<file path="config.mk">
export PLATFORM = sky130hd
export DESIGN_NAME = multicycle_control_unit
export DESIGN_NICKNAME = d
export VERILOG_FILES = /design/src/rtl/mc_ctrl_pkg.sv /design/src/rtl/multicycle_control_unit_if.sv /design/src/rtl/mc_alu_decoder.sv /design/src/rtl/multicycle_control_unit.sv
export SDC_FILE = /design/constraint.sdc
export NUM_CORES = 1
export LEC_CHECK = 0
export ABC_CLOCK_PERIOD_IN_PS = 2100
export CAP_MARGIN = 25
export CORE_UTILIZATION = 41
export DETAILED_ROUTE_END_ITERATION = 8
export GPL_TIMING_DRIVEN = 0
export PLACE_DENSITY = 0.78
export SYNTH_ARGS = -nofsm -noshare
export SYNTH_HDL_FRONTEND = slang
export SYNTH_SLANG_ARGS = --single-unit
</file>
<file path="constraint.sdc">
create_clock -name clk -period 2.1 [get_ports clk]
set_input_delay 0.42 -clock clk [delete_from_list [all_inputs] [get_ports clk]]
set_output_delay 0.42 -clock clk [all_outputs]
set_load 0.01 [all_outputs]
</file>
<file path="src/rtl/mc_ctrl_pkg.sv">
// Shared encodings for the multi-cycle RV32I control path: FSM states, opcodes,
// ALUOp/ALUControl codes and datapath mux selects.
package mc_ctrl_pkg;

    typedef enum logic [3:0] {
        S_FETCH    = 4'd0,
        S_DECODE   = 4'd1,
        S_MEMADR   = 4'd2,
        S_MEMREAD  = 4'd3,
        S_MEMWB    = 4'd4,
        S_MEMWRITE = 4'd5,
        S_EXECUTER = 4'd6,
        S_ALUWB    = 4'd7,
        S_EXECUTEI = 4'd8,
        S_JAL      = 4'd9,
        S_BRANCH   = 4'd10
    } state_t;

    typedef enum logic [1:0] {
        ALUOP_ADD   = 2'b00,
        ALUOP_SUB   = 2'b01,
        ALUOP_FUNCT = 2'b10
    } alu_op_t;

    localparam logic [6:0] OP_LW  = 7'b0000011;
    localparam logic [6:0] OP_SW  = 7'b0100011;
    localparam logic [6:0] OP_R   = 7'b0110011;
    localparam logic [6:0] OP_I   = 7'b0010011;
    localparam logic [6:0] OP_JAL = 7'b1101111;
    localparam logic [6:0] OP_BR  = 7'b1100011;

    localparam logic [2:0] ALUC_ADD = 3'b000;
    localparam logic [2:0] ALUC_SUB = 3'b001;
    localparam logic [2:0] ALUC_AND = 3'b010;
    localparam logic [2:0] ALUC_OR  = 3'b011;
    localparam logic [2:0] ALUC_SLT = 3'b101;

    localparam logic [1:0] RES_ALUOUT    = 2'b00;
    localparam logic [1:0] RES_DATA      = 2'b01;
    localparam logic [1:0] RES_ALURESULT = 2'b10;

    localparam logic [1:0] SRCA_PC    = 2'b00;
    localparam logic [1:0] SRCA_OLDPC = 2'b01;
    localparam logic [1:0] SRCA_RS1   = 2'b10;

    localparam logic [1:0] SRCB_RS2   = 2'b00;
    localparam logic [1:0] SRCB_IMM   = 2'b01;
    localparam logic [1:0] SRCB_FOUR  = 2'b10;

    localparam logic [1:0] IMM_I = 2'b00;
    localparam logic [1:0] IMM_S = 2'b01;
    localparam logic [1:0] IMM_B = 2'b10;
    localparam logic [1:0] IMM_J = 2'b11;

    function automatic logic [1:0] imm_src_of(input logic [6:0] op);
        case (op)
            OP_SW:   return IMM_S;
            OP_BR:   return IMM_B;
            OP_JAL:  return IMM_J;
            default: return IMM_I;
        endcase
    endfunction

endpackage

</file>
<file path="src/rtl/multicycle_control_unit_if.sv">
// ALU-decode request/response bundle between the control FSM (master) and the
// combinational ALU decoder (slave).
interface multicycle_control_unit_if #(parameter int ALUCTRL_W = 3);
    import mc_ctrl_pkg::*;

    alu_op_t              alu_op;
    logic [2:0]           funct3;
    logic                 funct7b5;
    logic                 op5;
    logic [ALUCTRL_W-1:0] alu_control;
    logic                 illegal_funct;

    // Purely combinational: the response is valid in the same cycle as the request.
    modport master (
        output alu_op, funct3, funct7b5, op5,
        input  alu_control, illegal_funct
    );

    modport slave (
        input  alu_op, funct3, funct7b5, op5,
        output alu_control, illegal_funct
    );

endinterface

</file>
<file path="src/rtl/mc_alu_decoder.sv">
// Combinational ALUOp/funct3/funct7b5/op5 -> ALUControl decode, flagging
// funct3 values the ALU does not implement.
module mc_alu_decoder #(
    parameter int ALUCTRL_W = 3
) (
    multicycle_control_unit_if.slave dec
);
    import mc_ctrl_pkg::*;

    always_comb begin
        dec.alu_control   = ALUCTRL_W'(ALUC_ADD);
        dec.illegal_funct = 1'b0;
        case (dec.alu_op)
            ALUOP_ADD: dec.alu_control = ALUCTRL_W'(ALUC_ADD);
            ALUOP_SUB: dec.alu_control = ALUCTRL_W'(ALUC_SUB);
            ALUOP_FUNCT: begin
                case (dec.funct3)
                    // Only R-type (op[5]=1) can encode sub; addi with imm[10]=1 stays add.
                    3'b000:  dec.alu_control = (dec.op5 & dec.funct7b5) ? ALUCTRL_W'(ALUC_SUB)
                                                                        : ALUCTRL_W'(ALUC_ADD);
                    3'b010:  dec.alu_control = ALUCTRL_W'(ALUC_SLT);
                    3'b110:  dec.alu_control = ALUCTRL_W'(ALUC_OR);
                    3'b111:  dec.alu_control = ALUCTRL_W'(ALUC_AND);
                    default: dec.illegal_funct = 1'b1;
                endcase
            end
            default: dec.alu_control = ALUCTRL_W'(ALUC_ADD);
        endcase
    end

endmodule

</file>
<file path="src/rtl/multicycle_control_unit.sv">
// Multi-cycle RV32I control FSM: per-state enables/mux selects, memory-ready
// stalls, BEQ/BNE resolution, illegal-instruction pulse and retired count.
module multicycle_control_unit #(
    parameter bit USE_MEM_READY = 1'b1,
    parameter bit SUPPORT_BNE   = 1'b1,
    parameter int CNT_W         = 32,
    parameter int ALUCTRL_W     = 3
) (
    input  logic                 clk,
    input  logic                 reset,
    input  logic [31:0]          Instr,
    input  logic                 zero,
    input  logic                 mem_ready,
    output logic                 PCWrite,
    output logic                 AdrSrc,
    output logic                 MemWrite,
    output logic                 IRWrite,
    output logic [1:0]           ResultSrc,
    output logic [1:0]           ALUSrcA,
    output logic [1:0]           ALUSrcB,
    output logic [1:0]           ImmSrc,
    output logic                 RegWrite,
    output logic [ALUCTRL_W-1:0] ALUControl,
    output logic                 illegal_instr,
    output logic [CNT_W-1:0]     instr_retired,
    output logic [3:0]           state
);
    import mc_ctrl_pkg::*;

    state_t            state_q, state_d;
    logic [CNT_W-1:0]  cnt_q, cnt_d;

    logic [6:0] op;
    logic [2:0] funct3;
    logic       mem_ok;
    logic       pc_update;
    logic       branch;
    logic       taken;
    logic       br_illegal;
    logic       retire;
    alu_op_t    alu_op;

    logic unused_instr_bits;

    multicycle_control_unit_if #(.ALUCTRL_W(ALUCTRL_W)) alu_bus ();

    mc_alu_decoder #(.ALUCTRL_W(ALUCTRL_W)) u_alu_dec (.dec(alu_bus.slave));

    assign op                = Instr[6:0];
    assign funct3            = Instr[14:12];
    assign mem_ok            = USE_MEM_READY ? mem_ready : 1'b1;
    assign unused_instr_bits = ^{Instr[31], Instr[29:15], Instr[11:7]};

    always_comb begin
        alu_bus.alu_op   = alu_op;
        alu_bus.funct3   = funct3;
        alu_bus.funct7b5 = Instr[30];
        alu_bus.op5      = op[5];
    end

    always_comb begin
        taken      = 1'b0;
        br_illegal = 1'b0;
        case (funct3)
            3'b000:  taken = zero;
            3'b001: begin
                if (SUPPORT_BNE) taken      = ~zero;
                else             br_illegal = 1'b1;
            end
            default: br_illegal = 1'b1;
        endcase
    end

    always_comb begin
        state_d       = state_q;
        pc_update     = 1'b0;
        branch        = 1'b0;
        retire        = 1'b0;
        alu_op        = ALUOP_ADD;
        AdrSrc        = 1'b0;
        MemWrite      = 1'b0;
        IRWrite       = 1'b0;
        ResultSrc     = RES_ALUOUT;
        ALUSrcA       = SRCA_PC;
        ALUSrcB       = SRCB_RS2;
        RegWrite      = 1'b0;
        illegal_instr = 1'b0;

        case (state_q)
            S_FETCH: begin
                ALUSrcB   = SRCB_FOUR;
                ResultSrc = RES_ALURESULT;
                if (mem_ok) begin
                    IRWrite   = 1'b1;
                    pc_update = 1'b1;
                    state_d   = S_DECODE;
                end
            end
            S_DECODE: begin
                ALUSrcA = SRCA_OLDPC;
                ALUSrcB = SRCB_IMM;
                case (op)
                    OP_LW, OP_SW: state_d = S_MEMADR;
                    OP_R:         state_d = S_EXECUTER;
                    OP_I:         state_d = S_EXECUTEI;
                    OP_JAL:       state_d = S_JAL;
                    OP_BR:        state_d = S_BRANCH;
                    default: begin
                        illegal_instr = 1'b1;
                        state_d       = S_FETCH;
                    end
                endcase
            end
            S_MEMADR: begin
                ALUSrcA = SRCA_RS1;
                ALUSrcB = SRCB_IMM;
                state_d = (op == OP_LW) ? S_MEMREAD : S_MEMWRITE;
            end
            S_MEMREAD: begin
                AdrSrc = 1'b1;
                if (mem_ok) state_d = S_MEMWB;
            end
            S_MEMWB: begin
                ResultSrc = RES_DATA;
                RegWrite  = 1'b1;
                retire    = 1'b1;
                state_d   = S_FETCH;
            end
            S_MEMWRITE: begin
                AdrSrc   = 1'b1;
                MemWrite = 1'b1;
                if (mem_ok) begin
                    retire  = 1'b1;
                    state_d = S_FETCH;
                end
            end
            S_EXECUTER: begin
                ALUSrcA       = SRCA_RS1;
                ALUSrcB       = SRCB_RS2;
                alu_op        = ALUOP_FUNCT;
                illegal_instr = alu_bus.illegal_funct;
                state_d       = S_ALUWB;
            end
            S_ALUWB: begin
                RegWrite = 1'b1;
                retire   = 1'b1;
                state_d  = S_FETCH;
            end
            S_EXECUTEI: begin
                ALUSrcA       = SRCA_RS1;
                ALUSrcB       = SRCB_IMM;
                alu_op        = ALUOP_FUNCT;
                illegal_instr = alu_bus.illegal_funct;
                state_d       = S_ALUWB;
            end
            S_JAL: begin
                ALUSrcA   = SRCA_OLDPC;
                ALUSrcB   = SRCB_FOUR;
                pc_update = 1'b1;
                state_d   = S_ALUWB;
            end
            S_BRANCH: begin
                ALUSrcA       = SRCA_RS1;
                ALUSrcB       = SRCB_RS2;
                alu_op        = ALUOP_SUB;
                branch        = 1'b1;
                illegal_instr = br_illegal;
                retire        = 1'b1;
                state_d       = S_FETCH;
            end
            default: state_d = S_FETCH;
        endcase

        cnt_d = retire ? cnt_q + CNT_W'(1) : cnt_q;

        PCWrite       = pc_update | (branch & taken);
        ImmSrc        = imm_src_of(op);
        ALUControl    = alu_bus.alu_control;
        instr_retired = cnt_q;
        state         = state_q;

        // Reset dominates every output, including the debug state and count.
        if (reset) begin
            PCWrite       = 1'b0;
            AdrSrc        = 1'b0;
            MemWrite      = 1'b0;
            IRWrite       = 1'b0;
            ResultSrc     = 2'b00;
            ALUSrcA       = 2'b00;
            ALUSrcB       = 2'b00;
            ImmSrc        = 2'b00;
            RegWrite      = 1'b0;
            ALUControl    = '0;
            illegal_instr = 1'b0;
            instr_retired = '0;
            state         = 4'd0;
        end
    end

    always_ff @(posedge clk) begin
        if (reset) begin
            state_q <= S_FETCH;
            cnt_q   <= '0;
        end else begin
            state_q <= state_d;
            cnt_q   <= cnt_d;
        end
    end

endmodule

</file>
Word level (Yosys, flattened, before mapping)
Index checks and enable logic that the tools add are counted.
Operators by class
  reduce and logical (&&, ||, !) cells: 16
  $add $sub $neg: 1
  equality and inequality tests: 25
  magnitude comparators: 0
  divide/modulo/power cells: 0
  bitwise gates (word level): 4
  multiplexer cells: 41
  $mul: 0
  shift operators: 0
Operators with widths (count)
  $add A32 B1 Y32 const B: 1
  $mux W32: 1
  $pmux W4 S6: 1
  $pmux W4 S5: 1
  $mux W1: 17
  $eq A4 B3 Y1 const B: 4
  $mux W4: 4
  $pmux W2 S2: 4
  $eq A7 B6 Y1 const B: 2
  $eq A7 B7 Y1 const B: 2
  $reduce_or A2 Y1: 7
  $eq A4 B4 Y1 const B: 3
  $pmux W3 S4: 1
  $reduce_or A3 Y1: 3
  $eq A4 B2 Y1 const B: 2
  $mux W2: 4
  $reduce_or A4 Y1: 2
  $eq A7 B2 Y1 const B: 1
  $eq A7 B5 Y1 const B: 1
  $eq A3 B3 Y1 const B: 2
  $mux W3: 2
  $ne A2 B2 Y1 const B: 3
  $pmux W1 S2: 3
  $pmux W2 S3: 1
  other kinds (14): 15
Storage, ports and cells
  memories kept: 0
  output and inout port bits: 53
  input bits: 36
  register bits: 36
  RAM bits: 0
  logic and storage cells: 89
  memory bits (read-only): 0
  bits in latches: 0

Depth between registers and ports, before layout
Gate-level depths: netlist of run 1.
  depth after elaboration: 7
  depth in mapped cells: 9
  gate-level depth less buffers: 8

By module
A second synthesis of run 1 with hierarchy kept.
Unflattened totals
  cell total of the unflattened synthesis: 333
  area total of the unflattened synthesis: 2623.8 µm²
By module, submodules not included
  multicycle_control_unit: area each 2511.2 µm², times used 1, cells each 318, seq. area each 720.7 µm²
  mc_alu_decoder: area each 112.6 µm², times used 1, cells each 15, seq. area each 0.0 µm²

Worst setup path before layout of run 1
OpenSTA, ideal clock, no wires.
  kind: reg-to-reg
  start: register cnt_q[0]
  end: register cnt_q[30]
  data required time: 2.029 ns
  cell stages (with the launch flop): 7
  clock period less this slack: 2.195 ns
  arrival: 2.125 ns
  setup time: 0.071 ns
  buffers on the path: 0
  path slack: -0.095 ns
  cells stage by stage: dfxtp_1 -> ha_1 -> nand3_2 -> or4_4 -> or4_4 -> or3_1 -> a21oi_1
On the way
  cells in the longest elaborated chain, start to end: 1
RTL lines
  start, declared: line multicycle_control_unit.sv:31  | logic [CNT_W-1:0] cnt_q, cnt_d;
  start signal, assigned: line multicycle_control_unit.sv:206  | cnt_q <= cnt_d;
  $add A32 B1 Y32: line multicycle_control_unit.sv:174  | cnt_d = retire ? cnt_q + CNT_W'(1) : cnt_q;
No other way between the ends.
A chain may end at the register's enable or synchronous reset.

Worst setup path after layout of run 1
  start: register state_q[3]
  end: output port illegal_instr
On the way
  cells in the longest elaborated chain, start to end: 7
  elaborated cells between the ends (all ways): 10
  those cells by class: eq/ne (5); mux (4); reduce/logical (1)
RTL lines
  start, declared: line multicycle_control_unit.sv:30  | state_t state_q, state_d;
  start signal, assigned: line multicycle_control_unit.sv:205  | state_q <= state_d;
  $eq A4 B4 Y1 / $eq A4 B3 Y1 (equally long branches): line multicycle_control_unit.sv:89  | case (state_q)
  $reduce_or A2 Y1 (no source line)
  $pmux W2 S2: line multicycle_control_unit.sv:89
  $eq A2 B2 Y1: line mc_alu_decoder.sv:13  | case (dec.alu_op)
  $mux W1: line mc_alu_decoder.sv:13
  $pmux W1 S3 (*): line multicycle_control_unit.sv:89
  $mux W1 (*): line multicycle_control_unit.sv:183  | if (reset) begin
  end, declared: line multicycle_control_unit.sv:24  | output logic illegal_instr,
Mark *: on every way between the ends. The rest lies on a longest branch, timed or not.

==> results of run 1 <==
==> cell families after synthesis <==
family | share of synthesized area, %
AOI/OAI and AO/OA | 10.3
xor gates and xnor gates | 8.30
adders and majority gates | 2.48
buffers and inverters | 4.80
DFF | 29.7
muxes | 3.25
and+or+nand+nor | 41.2
==> power groups by stage <==
stage	sequential (mW)	combinational (mW)	clock [mW]
floorplan	0.702	0.104	0
global placement	0.702	0.189	0
detailed placement	0.702	0.192	0
CTS	0.683	0.216	0.520
global route	0.685	0.269	0.554
finish	0.685	0.252	0.513
==> sequential cells by signal (all words and copies together) (netlist names) <==
| name | cells |
|---|---|
| state_q | 4 |
| cnt_q | 32 |
==> path summary, 6_finish.rpt <==
kind	from	endpoint	slack, ns	cells past startpoint
setup reg to reg	state_q[0]$_SDFFE_PP0P_	cnt_q[30]$_SDFFE_PP0P_	-0.13	7
setup / recovery	state_q[3]$_SDFFE_PP0P_	illegal_instr	-0.34	6
hold reg to reg	cnt_q[23]$_SDFFE_PP0P_	cnt_q[23]$_SDFFE_PP0P_	0.51	2
hold / removal	cnt_q[23]$_SDFFE_PP0P_	cnt_q[23]$_SDFFE_PP0P_	0.51	2
==> repair_timing <==
action,in CTS,in global routing
setup buffers,21,11
setup endpoints to repair,87,33
pin swaps,18,16
gates resized for setup,129,47
gates cloned,0,1
hold endpoints to repair,0,0
==> per-stage QoR <==
stage	TNS (ns)	worst slack (ns)	hold slack [ns]
2_1_floorplan	0	0.00544	0.458
3_3_place_gp	-57.25	-1.32	0.465
3_5_place_dp	-60.02	-1.39	0.489
4_1_cts	-0.995	-0.262	0.505
5_1_grt	-1.72	-0.406	0.542
6_report	-0.885	-0.338	0.506
==> worst max-delay path: stages, from the launching register on <==
cell and delay, ns:
sky130_fd_sc_hd__dfxtp_2 0.33, sky130_fd_sc_hd__buf_8 0.12, sky130_fd_sc_hd__buf_4 0.14, sky130_fd_sc_hd__or3_4 0.41, sky130_fd_sc_hd__or3_1 0.33, sky130_fd_sc_hd__a221oi_2 0.23, sky130_fd_sc_hd__buf_2 0.17
==> layout make-up <==
class                      instances  area, um2
fill                             469       1870
multi-input combinational        262       1820
timing repair buffer             100        826
sequential                        36        737
buffer                            16        125
clock buffer                       8       90.1
tap                               72       90.1
inverter                          12       45.0
==> layer usage <==
layer | track usage (%) | up-vias
met5 | 0 | -
met4 | 7.27 | 0
met3 | 4.25 | 14
met2 | 43.0 | 110
met1 | 28.6 | 1315
li1 | - | 1345
==> cells in the final DEF, fill, tap and decap left out, drive strengths merged, types with 2 or more instances in the layout <==
cell,count
nor3,15
nor4,11
nor2b,32
nor2,51
o21ai,10
ha,4
a22oi,2
nand3,12
a21oi,13
buf,44
a31oi,4
xnor2,17
mux2,7
xor2,6
nand2,20
nand2b,8
and3,4
inv,12
dlygate4sd2,37
or3,10
nand3b,2
clkdlybuf4s15,3
clkbuf,26
or4,3
nand4,10
clkdlybuf4s50,12
o22ai,2
or2,2
dfxtp,36
==> flow_metrics.env, run 1 <==
export IMPL_outcome="finished with violations"
export IMPL_failed_checks="setup timing"
export IMPL_worst_setup_path_type="reg -> out"
export IMPL_initialDrtViolationCount=239
export IMPL_grt_overflow_total=0
export IMPL_antenna_left=0
export IMPL_gr_usage_all_layers_pct=23.8
export IMPL_detailedPlacementHpwl_mm=4.92
export IMPL_worst_ir_drop_vdd_uv=359
export IMPL_switching_power_summed_over_all_nets_mw=0.384
export IMPL_max_clock_freq_mhz=410
export IMPL_power_report_internal_total_mw=1.07
export IMPL_routabilityCongestion=0.890
export IMPL_initial_utilization_pct=43.3
export IMPL_met3_length_um=499
export IMPL_synth_most_common_cell="sky130_fd_sc_hd__nor2_1"
export IMPL_number_of_placed_cells_counting_well_taps=466
export IMPL_power_combinational_fraction_pct=17.4
export IMPL_power_switching_fraction_pct=26.4
export IMPL_final_hold_viol_count=0
export IMPL_wl_met2_mm=3.84
export IMPL_cts_made_buffers=5
export IMPL_full_die_area_um2=6230
export IMPL_layout_core_utilization_pct=66.6
export IMPL_worst_slew_margin_rel_pct=65.3
export IMPL_cts_hold_fix_buffers=0
export IMPL_hold_path_class="reg -> reg"
export IMPL_cts_tree="yes"
export IMPL_drt_wl_total_mm=7.74
export IMPL_layout_nets=473
export IMPL_post_route_drc_count=0
export IMPL_timing_final_crit_share_pct=116
export IMPL_routedLengthMet1_mm=3.25
export IMPL_max_clock_path_buffers=2
export IMPL_cts_htree_levels=2
export IMPL_least_margin_pin_slew_ns=0.520
export IMPL_pwr_density_cell_nw_per_um2=388
export IMPL_grt_pass1_vias=2538
export IMPL_endpoint_kind="primary output"
export IMPL_worst_ep_required_time_ns=1.68
export IMPL_clk_pin_slew_ns=0.07
export IMPL_postSynth_topFlopCell="sky130_fd_sc_hd__dfxtp_1"
export IMPL_final_period_minus_worst_setup_slack_ns=2.44
export IMPL_post_synthesis_cell_count=327
export IMPL_drive_gt1_share_pct=28.6
export IMPL_cts_sinks=36
export IMPL_postLayoutCellArea_um2=3740
export IMPL_yosysSeqAreaShare_pct=29.7
export IMPL_clock_tree_root_cell="sky130_fd_sc_hd__clkbuf_8"
export IMPL_sequential_share_of_power_pct=47.2
export IMPL_finalMaxSlewViolations=0
export IMPL_p_clk_share_pct=35.4
export IMPL_final_setup_violation_count=7
export IMPL_max_capacitance_violation_count=0
export IMPL_grt_setup_unrepaired="yes"
export IMPL_layout_cells_non_filler=506
export IMPL_p_leak_nw=1.55
export IMPL_highest_signal_layer="met4"
export IMPL_fin_ws_ns=-0.338
export IMPL_antenna_cells=0
export IMPL_placementRows=27
export IMPL_synth_seq_cells=36
export IMPL_worst_ep_arrival_time_ns=2.02
export IMPL_synthesis_area_um2=2430
export IMPL_synth_top_cells_by_area="sky130_fd_sc_hd__dfxtp_1 (30%), sky130_fd_sc_hd__nor2b_1 (8.3%), sky130_fd_sc_hd__nor2_1 (7.9%), sky130_fd_sc_hd__xnor2_1 (6.1%), sky130_fd_sc_hd__mux2_2 (3.2%)"
export IMPL_finalClockSkew_ns=0.00508
export IMPL_power_mw=1.45
export IMPL_grt_start_max_net_pins=11
export IMPL_synth_top_cells_by_count="sky130_fd_sc_hd__nor2_1 (51), sky130_fd_sc_hd__dfxtp_1 (36), sky130_fd_sc_hd__nor2b_1 (32)"
export IMPL_wl_per_cell_um=15.3
export IMPL_synth_top_cell_area_share_pct=29.7
export IMPL_worst_setup_path_start_kind="flip-flop"
export IMPL_critPathMaxFanout=5
export IMPL_mean_cell_area_of_the_mapped_netlist_um2=7.42
export IMPL_clkLatencyLatePin_ns=0.29
export IMPL_detailed_place_area_um2=3210
export IMPL_synth_enable_flop_cells=0
export IMPL_die_height_um=78.9
export IMPL_drt_vias_per_instance=5.50
export IMPL_io_pins=89
export IMPL_first_pass_grt_wire_length_mm=11.8
export IMPL_vias=2784
export IMPL_netlist_cell_type_count=50
export IMPL_ys_warnings_count=0
export IMPL_yosysTopAreaCell="sky130_fd_sc_hd__dfxtp_1"
export IMPL_place_port_buffers=67
export IMPL_synth_nets=367
export IMPL_core_area_um2=5610
export IMPL_area_growth_pct=54.0
export IMPL_dieWidth_um=78.9
export IMPL_ys_async_sr_fraction_pct=0
export IMPL_number_of_antenna_violations_at_the_first_check_in_global_routing=0
export IMPL_drt_pass1_iter_count=4
(Power assumes the default switching activity.)
==> run 2: changes to the inputs <==
CORE_UTILIZATION = 42   (was 41)
CTS_BUF_LIST = sky130_fd_sc_hd__clkbuf_4   (was not set)
PLACE_DENSITY = 0.79   (was 0.78)
==> run 2 against run 1 <==
The run still ends with setup timing left. Non-clock buffer count decreased by 2. Via count increased by 3.3%. Global-route usage increased by 2.1 points. Core utilization increased by 2.2 points. Combinational power decreased by 2%. Critical path depth increased by 3.
==> flow_metrics.env, run 2 (synthesized netlist as in run 1, its figures left out) <==
export IMPL_outcome="finished with violations"
export IMPL_failed_checks="setup timing"
export IMPL_drt_wl_total_mm=8.37
export IMPL_initialDrtViolationCount=186
export IMPL_final_period_minus_worst_setup_slack_ns=2.48
export IMPL_worst_setup_path_start_kind="flip-flop"
export IMPL_largest_register_ff_count=32
export IMPL_regToRegEndpoint="cnt_q[30]$_SDFFE_PP0P_"
export IMPL_vias=2875
export IMPL_max_clock_freq_mhz=403
export IMPL_cts_sinks=36
export IMPL_post_route_drc_count=0
export IMPL_final_hold_viol_count=0
export IMPL_final_cell_mix="sky130_fd_sc_hd__nor2_1 (47), sky130_fd_sc_hd__nor2b_1 (30), sky130_fd_sc_hd__buf_4 (29), sky130_fd_sc_hd__dlygate4sd2_1 (28), sky130_fd_sc_hd__dfxtp_1 (23)"
export IMPL_power_mw=1.43
export IMPL_detailedPlacementHpwl_mm=4.94
export IMPL_timing_final_crit_share_pct=118
export IMPL_drt_pass1_iter_count=4
export IMPL_drt_vias_per_instance=5.69
export IMPL_cts_tree="yes"
export IMPL_finalClockSkew_ns=0.0112
export IMPL_worst_ep_required_time_ns=1.68
export IMPL_final_common_cell="sky130_fd_sc_hd__nor2_1"
export IMPL_worstHoldStart="Instr[4]"
export IMPL_finalMaxSlewViolations=0
export IMPL_wl_per_cell_um=16.6
export IMPL_core_area_um2=5540
export IMPL_grt_overflow_total=0
export IMPL_number_of_placed_cells_counting_well_taps=466
export IMPL_area_growth_pct=57.2
export IMPL_grt_start_max_net_pins=12
export IMPL_full_die_area_um2=6080
export IMPL_cts_made_buffers=5
export IMPL_biggestRegsByFlops="cnt_q (32), state_q (4)"
export IMPL_worst_ep_arrival_time_ns=2.06
export IMPL_largest_register="cnt_q"
export IMPL_worst_ir_drop_vdd_uv=418
export IMPL_max_clock_path_buffers=2
export IMPL_cts_htree_levels=2
export IMPL_grt_setup_unrepaired="yes"
export IMPL_crit_reg2reg_launch="cnt_q[1]$_SDFFE_PP0P_"
export IMPL_highest_signal_layer="met4"
export IMPL_place_port_buffers=67
export IMPL_hold_path_class="in -> reg"
export IMPL_wl_met2_mm=4.30
export IMPL_final_setup_violation_count=12
export IMPL_met3_length_um=633
export IMPL_worstRegToRegCells=6
export IMPL_least_margin_pin_slew_ns=0.603
export IMPL_routabilityCongestion=0.834
export IMPL_gr_usage_all_layers_pct=25.9
export IMPL_die_height_um=78
export IMPL_antenna_cells=0
export IMPL_worst_r2r_setup_slack_ns=-0.15
export IMPL_pwr_density_cell_nw_per_um2=376
export IMPL_dieWidth_um=78
export IMPL_cts_hold_fix_buffers=0
export IMPL_layout_nets=472
export IMPL_initial_utilization_pct=43.8
export IMPL_whs_ns=0.459
export IMPL_antenna_left=0
export IMPL_cells_on_worst_hold_path=3
export IMPL_layout_cells_non_filler=505
export IMPL_max_capacitance_violation_count=0
export IMPL_endpoint_kind="primary output"
export IMPL_worst_slew_margin_rel_pct=59.2
export IMPL_io_pins=89
export IMPL_worstHoldEndpoint="state_q[3]$_SDFFE_PP0P_"
export IMPL_placementRows=27
export IMPL_clock_tree_root_cell="sky130_fd_sc_hd__clkbuf_4"
export IMPL_totalNegativeSetupSlack_ns=-1.99
export IMPL_number_of_antenna_violations_at_the_first_check_in_global_routing=0
export IMPL_first_pass_grt_wire_length_mm=12.5
export IMPL_clk_pin_slew_ns=0.11
export IMPL_critPathMaxFanout=3
export IMPL_grt_pass1_vias=2695
export IMPL_drive_gt1_share_pct=31.4
export IMPL_worst_setup_path_type="reg -> out"
export IMPL_fin_ws_ns=-0.381
export IMPL_routedLengthMet1_mm=3.28
export IMPL_clkLatencyLatePin_ns=0.35
export IMPL_p_leak_nw=1.59
-- run 2: changes by cell type in the layout (fill, tap and decap cells not counted), moves of 3 or more --
| cell | previous run | this run |
|---|---|---|
| sky130_fd_sc_hd__clkbuf_4 | 4 | 9 |
| sky130_fd_sc_hd__clkbuf_8 | 8 | 3 |
| sky130_fd_sc_hd__clkdlybuf4s15_2 | 0 | 3 |
| sky130_fd_sc_hd__dfxtp_1 | 29 | 23 |
| sky130_fd_sc_hd__dfxtp_2 | 4 | 8 |
| sky130_fd_sc_hd__dlygate4sd2_1 | 37 | 28 |
| sky130_fd_sc_hd__dlymetal6s2s_1 | 1 | 6 |
| sky130_fd_sc_hd__nand2_1 | 19 | 16 |
| sky130_fd_sc_hd__nand2_2 | 1 | 4 |
-- run 2: timing repair --
item,in CTS,in global routing
hold endpoints to repair,0,0
pin swaps,15,13
setup buffers,20,10
resized for setup,142,55
endpoints found under the setup margin,83,37
cloned,0,2
-- run 2: area by class of cell --
class	instances	area, um2
clock buffers	6	45.0
flip-flops and latches	36	749
inverters	12	47.5
multi-input cells	263	1860
fillers	457	1730
plain buffers	16	140
well taps	72	90.1
repair buffers	98	846
clock inverters	2	35.0
-- run 2: worst max path at each step --
stage / from / to / slack (ns)
finish: state_q[3]$_SDFFE_PP0P_ / illegal_instr / -0.38
global route: state_q[1]$_SDFFE_PP0P_ / illegal_instr / -0.48
CTS: state_q[1]$_SDFFE_PP0P_ / illegal_instr / -0.31
detailed placement: reset / ImmSrc[0] / -1.27
global placement: reset / ImmSrc[0] / -1.31
floorplan: cnt_q[1]$_SDFFE_PP0P_ / cnt_q[22]$_SDFFE_PP0P_ / 0.005
-- run 2: power by group --
part	internal, mW	switching [mW]	total, mW
clock	0.262	0.242	0.504
combinational	0.113	0.134	0.247
sequential	0.680	0.00192	0.682
-- run 2: routing by layer --
| layer | vias to the layer above | GRT usage [%] |
|---|---|---|
| met4 | 0 | 10.0 |
| met3 | 18 | 4.59 |
| met5 | - | 0 |
| met2 | 141 | 48.6 |
| met1 | 1365 | 28.7 |
| li1 | 1351 | - |
-- run 2: worst max-delay path, cell delays in order (launching register included) --
cell,delay [ns]
sky130_fd_sc_hd__dfxtp_2,0.35
sky130_fd_sc_hd__buf_4,0.14
sky130_fd_sc_hd__and4bb_2,0.26
sky130_fd_sc_hd__inv_2,0.08
sky130_fd_sc_hd__ha_2,0.19
sky130_fd_sc_hd__o21ai_1,0.06
sky130_fd_sc_hd__a21oi_1,0.13
sky130_fd_sc_hd__a21oi_1,0.09
sky130_fd_sc_hd__a221oi_2,0.22
sky130_fd_sc_hd__buf_2,0.17
-- run 2: metrics by stage --
step / cell area [um2] / util [%] / setup WS (ns)
2_1_floorplan: 2450 / - / 0.00544
3_3_place_gp: 3210 / 57.9 / -1.31
3_5_place_dp: 3210 / 57.9 / -1.27
4_1_cts: 3630 / 65.4 / -0.314
5_1_grt: 3810 / 68.8 / -0.484
6_report: 3810 / 68.8 / -0.381
